[src/rtl/vr_pipe_serializer.sv]
// Width-reducing serializer: accepts one IN_W-bit word and emits it as RATIO
// OUT_W-bit beats, LSB slice first, with zero-bubble back-to-back words.
module vr_pipe_serializer #(
  parameter  int IN_W  = 32,
  parameter  int RATIO = 4,
  localparam int OUT_W = IN_W / RATIO
) (
  input  logic             clk,
  input  logic             rst,
  input  logic             in_valid,
  output logic             in_ready,
  input  logic [IN_W-1:0]  in_data,
  output logic             out_valid,
  input  logic             out_ready,
  output logic [OUT_W-1:0] out_data,
  output logic             out_last,
  output logic             busy
);

  localparam int CNT_W = (RATIO > 2) ? $clog2(RATIO) : 1;
  localparam logic [CNT_W-1:0] LAST_CNT = CNT_W'(RATIO - 1);

  if ((RATIO < 2) || ((IN_W % RATIO) != 0)) begin : g_param_err
    $error("vr_pipe_serializer: RATIO must be >= 2 and divide IN_W");
  end

  typedef enum logic [0:0] {
    ST_IDLE = 1'b0,
    ST_SEND = 1'b1
  } state_t;

  state_t            state_r, state_s;
  logic [CNT_W-1:0]  cnt_r, cnt_s;
  logic [IN_W-1:0]   word_r, word_s;

  logic              send_s;
  logic              last_s;
  logic              beat_xfer_s;
  logic              word_xfer_s;
  logic              in_ready_s;
  logic [OUT_W-1:0]  slice_s [RATIO];

  for (genvar g = 0; g < RATIO; g++) begin : g_slice
    assign slice_s[g] = word_r[g*OUT_W +: OUT_W];
  end

  assign send_s      = (state_r == ST_SEND);
  assign last_s      = (cnt_r == LAST_CNT);
  assign beat_xfer_s = send_s && out_ready;
  assign word_xfer_s = in_valid && in_ready_s;

  // Accept a word when empty, or on the cycle the final beat leaves.
  always_comb begin
    in_ready_s = 1'b0;
    case (state_r)
      ST_IDLE: in_ready_s = 1'b1;
      ST_SEND: in_ready_s = beat_xfer_s && last_s;
      default: in_ready_s = 1'b0;
    endcase
  end

  // Next-state: a new word takes priority so the last beat can hand over seamlessly.
  always_comb begin
    state_s = state_r;
    cnt_s   = cnt_r;
    word_s  = word_r;
    if (word_xfer_s) begin
      word_s  = in_data;
      cnt_s   = {CNT_W{1'b0}};
      state_s = ST_SEND;
    end else if (beat_xfer_s) begin
      if (last_s) begin
        cnt_s   = {CNT_W{1'b0}};
        state_s = ST_IDLE;
      end else begin
        cnt_s   = cnt_r + CNT_W'(1);
        state_s = ST_SEND;
      end
    end else begin
      state_s = state_r;
    end
  end

  // State, beat index and held word; reset discards any partially sent word.
  always_ff @(posedge clk) begin
    if (rst) begin
      state_r <= ST_IDLE;
      cnt_r   <= {CNT_W{1'b0}};
      word_r  <= {IN_W{1'b0}};
    end else begin
      state_r <= state_s;
      cnt_r   <= cnt_s;
      word_r  <= word_s;
    end
  end

  assign in_ready  = in_ready_s;
  assign out_valid = send_s;
  assign busy      = send_s;
  assign out_last  = send_s && last_s;
  assign out_data  = slice_s[cnt_r];

endmodule

[config.mk]
export PLATFORM = sky130hd
export DESIGN_NAME = vr_pipe_serializer
export DESIGN_NICKNAME = d
export VERILOG_FILES = /design/src/rtl/vr_pipe_serializer.sv
export SDC_FILE = /design/constraint.sdc
export NUM_CORES = 1
export LEC_CHECK = 0
export ABC_AREA = 1
export BUFFER_PORTS_ARGS = -buffer_cell sky130_fd_sc_hd__clkbuf_2
export CAP_MARGIN = 20
export CORE_ASPECT_RATIO = 0.6
export CORE_MARGIN = 4
export CORE_UTILIZATION = 25
export DETAILED_ROUTE_END_ITERATION = 8
export GPL_TIMING_DRIVEN = 0
export PLACE_DENSITY_LB_ADDON = 0.25
export SYNTH_ARGS = -nofsm -noshare
export SYNTH_HDL_FRONTEND = slang
export SYNTH_SLANG_ARGS = --single-unit
[constraint.sdc]
create_clock -name clk -period 1.25 [get_ports clk]
set_clock_uncertainty 0.15 [all_clocks]
set_input_delay 0.25 -clock clk [delete_from_list [all_inputs] [get_ports clk]]
set_output_delay 0.25 -clock clk [all_outputs]
set_load 0.05 [all_outputs]
# Word level (Yosys, flattened, before mapping)
# Index checks and enable logic that the tools add are counted.
[op_classes]
n_reduce_logical = 6
n_lt_le_gt_ge = 1
mux = 8
bitwise = 2
n_addsub = 1
eq_ne = 1
[op_table]
columns = ["operator", "n"]
rows = [
  ["binary-select mux 8 bit (select 2 bit)", 1],
  ["two-way mux 8 bit", 2],
  ["logical AND 1 bit", 4],
  ["greater-or-equal comparator 3 bit (second input constant)", 1],
  ["two-way mux 1 bit", 3],
  ["inverter 2 -> 3 bit", 1],
  ["adder 2 x 1 -> 2 bit (second input constant)", 1],
  ["== test 2 bit (second input constant)", 1],
  ["two-way mux 2 bit", 1],
  ["one-hot mux 1 bit (2 select lines)", 1],
  ["nonzero test 2 bit", 1],
  ["OR reduction 2 bit", 1],
  ["inverter 1 bit", 1],
]
[totals]
wordCells = 22
in_bits = 36
out_inout_bits = 12
regBits = 35

# Logic depth before layout (Yosys ltp)
[logic_depth]
depth_word = 5
ltp_mapped = 7
ltp_nobuf = 6

# Least setup slack after synthesis
# Ideal clock, no wire load.
[synth_timing]
kind = "register to output"
startpoint = "register cnt_r[0]"
endpoint = "output out_data[0]"
n_path_buf = 2
t_arrival_ns = 1.794
slack_ns = -0.944
t_required_ns = 0.850
path_stages_with_launch = 5
path_cell_list = "dfxtp_1 buf_4 buf_2 nor2_1 o21ai_0"
[synth_between]
elab_chain_cells = 4
[synth_rtl]
columns = ["element", "line", "source"]
rows = [
  ["from (decl)", "33", "logic [CNT_W-1:0] cnt_r, cnt_s;"],
  ["from (signal assigned)", "88", "cnt_r <= {CNT_W{1'b0}};"],
  ["from (signal assigned)", "92", "cnt_r <= cnt_s;"],
  ["inverter 2 -> 3 bit (implied by the code)", "101", "assign out_data = slice_s[cnt_r];"],
  ["binary-select mux 8 bit (select 2 bit)", "101", ""],
  ["two-way mux 8 bit (implied by the code) (2 in a row)", "101", ""],
  ["to (decl)", "15", "output logic [OUT_W-1:0] out_data,"],
]
# Every way passes these cells. The select of a mux whose other input is x is not followed.

# Final worst setup path
[layout_timing]
startpoint = "register cnt_r[0]"
endpoint = "output in_ready"
[layout_between]
elab_chain_cells = 3
[layout_rtl]
columns = ["element", "line", "source"]
rows = [
  ["== test 2 bit", "48", "assign last_s = (cnt_r == LAST_CNT);"],
  ["logical AND 1 bit", "57", "ST_SEND: in_ready_s = beat_xfer_s && last_s;"],
  ["one-hot mux 1 bit (2 select lines)", "55", "case (state_r)"],
  ["to (decl)", "11", "output logic in_ready,"],
]
# Every way passes these cells.

==> results by group <==
Placed design
  • Inst Count DP: 438
  • Post-place setup slack: -0.549 ns
  • Final GP Congestion: 0.783
  • Placed Area: 2480 um2
  • PortBufs: 46
  • Dpl hpwl: 4310 um

Synth
  • Avg Inst Size Synth: 6.84 um2
  • Cells after Synth: 288
  • Net Count, Synth: 325
  • YS warnings: 0
  • Seq/Total Area, Yosys: 35.6%
  • Synth unique cells: 18
  • Synth Register Bits: 35
  • Mapped cell area: 1970 um2

CTS
  • Max clock buf depth: 2
  • Clock Sink Count: 35
  • Worst-Skew Late Latency: 0.28 ns
  • H-tree depth: 2
  • CTS tree: built
  • Num CTS Buffers: 5
  • Clock transition at path regs: 0.05 ns
  • Clock Tree Root: clkbuf_16

Finish
  • Design area: 3400 um2
  • Multi-input gate area: 1330 um2
  • Diodes inserted: 0
  • Reg area: 707 um2
  • Most frequent cells in the layout: 36 x nor2_1, 36 x inv_1, 36 x nand2_1
  • Final net count: 401
  • Fraction of layout cells with a size suffix above 1: 48.8%
  • Fillers: 743
  • Final Non-Filler Cells: 469
  • Area Growth Syn to Fin: 72.4%

Worst setup path
  • Worst EP arrival: 1.41 ns
  • Most Frequent Cell on Critical Path: nand2_2
  • Worst path required time: 0.85 ns
  • Crit-path cells: buf_6 > ha_4 > nand2_2 > nand2_2 > buf_8 > buf_12 > clkbuf_16
  • Crit end category: output pin
  • Setup crit start kind: flip-flop
  • FF-to-FF path depth: 10
  • CP max-delay cell: dfxtp_2
  • Max stage delay on crit path: 0.33 ns
  • Crit Path Max Fanout: 3
  • Critical path class: flip-flop to output pin

STA
  • Max Slew Vio Count: 0
  • Final clock period utilization by the worst path: 145%
  • # setup viols final: 47
  • RSZ-0062 raised after global routing: yes
  • Final Hold Fails: 0
  • Headroom to the max-slew limit: 66.1%
  • F_max: 553 MHz
  • Worst Max-Slew Pin Slew: 0.509 ns
  • Min Tclk post-route: 1.81 ns
  • PnR worst setup slack: -0.559 ns

Route
  • Final antenna-violating net count: 0
  • Avg WL per Cell: 13.3 um
  • DR vias/cell: 4.33
  • Post-Route WL: 6240 um
  • First-pass DRT Iterations: 4
  • Drt drc: 0
  • Via Count: 2029
  • Initial DRC count: 83

Min path
  • Hold crit path type: input pin to flip-flop
  • Hold depth: 5

Pwr
  • PwrDens: 1060 nW/um2
  • Leakage Power: 1.54 nW
  • Pint: 2.53 mW
  • Clk pwr share: 35.9%
  • Switching share of power: 29.7%
  • Share of power burned in registers: 35.8%
  • Combinational fraction of design power: 28.3%
  • Net switching power: 1.07 mW
  • Worst vdd ir: 0.451 mV

Global routing
  • First-pass GRT wire length: 10300 um
  • Vias in the first global route: 2020
  • Gr busiest metal: met1
  • GR Layer Usage met2: 19.8%
  • Initial antenna violation count: 0
  • Grt total ovfl: 0
  • GR Util met3: 3.60%
  • Met1 GRT Util: 21.0%
  • Total Routing Usage GR: 13.9%
  • Largest net degree at the start of global routing: 11

Die
  • Core box area: 7450 um2
  • Ports: 48
  • Die X: 123 um
  • Initial Util: 26.5%
  • Die H: 76.8 um
  • Die area: 9410 um2
  • Site row count: 24

Outcome
  • Failing checks: setup timing
  • Run status: finished with violations

Run
  • Max-cap viol count: 0
[worst max-delay path, delay by kind of cell (launching register included)]
kind	cells	cell delay (ns)
buffers and inverters	4	0.52
adders and majority gates	1	0.16
and+or+nand+nor	2	0.12
DFF	1	0.33
[area by class of cell]
type                       instances  share of cell area [%]
multi-input combinational        192                    39.2
sequential                        35                    20.8
timing repair buffer              69                    20.1
buffer                            22                    6.70
inverter                          39                    4.79
clock buffer                       8                    4.60
tap                              104                    3.83
[cell usage after synthesis]
master	instances	area (um2)
nor2_1	58	218
nand2_1	41	154
inv_1	38	143
dfxtp_1	35	701
nand3_1	33	165
a21oi_2	28	245
o21ai_0	18	90.1
buf_2	7	35.0
buf_4	6	45.0
o21ai_1	6	30.0
a21oi_1	5	25.0
clkbuf_1	5	18.8
buf_12	3	60.1
buf_6	1	11.3
ha_1	1	12.5
inv_2	1	3.75
nand2_2	1	6.26
o21a_1	1	7.51
[power groups by stage]
stage               logic [mW]  clock network, mW  registers (mW)
global placement         0.728                  0            1.29
floorplan                0.554                  0            1.28
finish                    1.02               1.29            1.29
global route              1.10               1.38            1.30
CTS                      0.974               1.33            1.29
detailed placement       0.735                  0            1.29
[registers in the layout, summed over array words and instances, names as in the netlist]
register / cells
word_r: 32
cnt_r: 2
busy: 1
[stage by stage]
step	util, %	hold WS (ns)	power [mW]	TNS (ns)
finish	45.6	0.129	3.60	-16.58
global route	45.6	0.151	3.78	-19.42
CTS	44.8	0.126	3.59	-19.22
detailed placement	33.4	0.282	2.02	-11.40
global placement	33.4	0.271	2.02	-10.72
floorplan	-	0.159	1.84	-4.90
[worst paths after layout]
check                          startpoint                      end  slack, ns
setup / recovery    cnt_r[0]$_SDFFE_PP0P_                 in_ready      -0.56
hold / removal                 in_data[0]   word_r[0]$_SDFFE_PP0P_       0.13
setup reg to reg    cnt_r[0]$_SDFFE_PP0P_  word_r[29]$_SDFFE_PP0P_      -0.43
hold reg to reg   word_r[13]$_SDFFE_PP0P_  word_r[13]$_SDFFE_PP0P_       0.33
[what timing repair did]
| action | in CTS | in global routing |
|---|---|---|
| hold buffers | 1 | 0 |
| setup endpoints to repair | 47 | 47 |
| pin swaps | 13 | 9 |
| hold endpoints to repair | 1 | 0 |
| cloned | 3 | 0 |
| setup buffers | 18 | 3 |
| gates resized for setup | 108 | 24 |
[metal layers]
layer / vias to the layer above / wire length [um]
li1: 1055 / -
met1: 928 / 3240
met5: - / 0
met3: 0 / 332
met2: 46 / 2660
met4: 0 / 0
[kinds of logic (layout without fill, tap and decap cells)]
kind of cell             after synthesis  in the layout  synth area share (%)
AO/OA/AOI/OAI                         58             58                  20.2
buffers and inverters                 61            138                  16.1
AND/OR/NAND/NOR                      133            133                  27.6
adder cells (fa/ha/maj)                1              1                 0.635
flip-flops                            35             35                  35.6
Power figures use the tool's default switching activity.
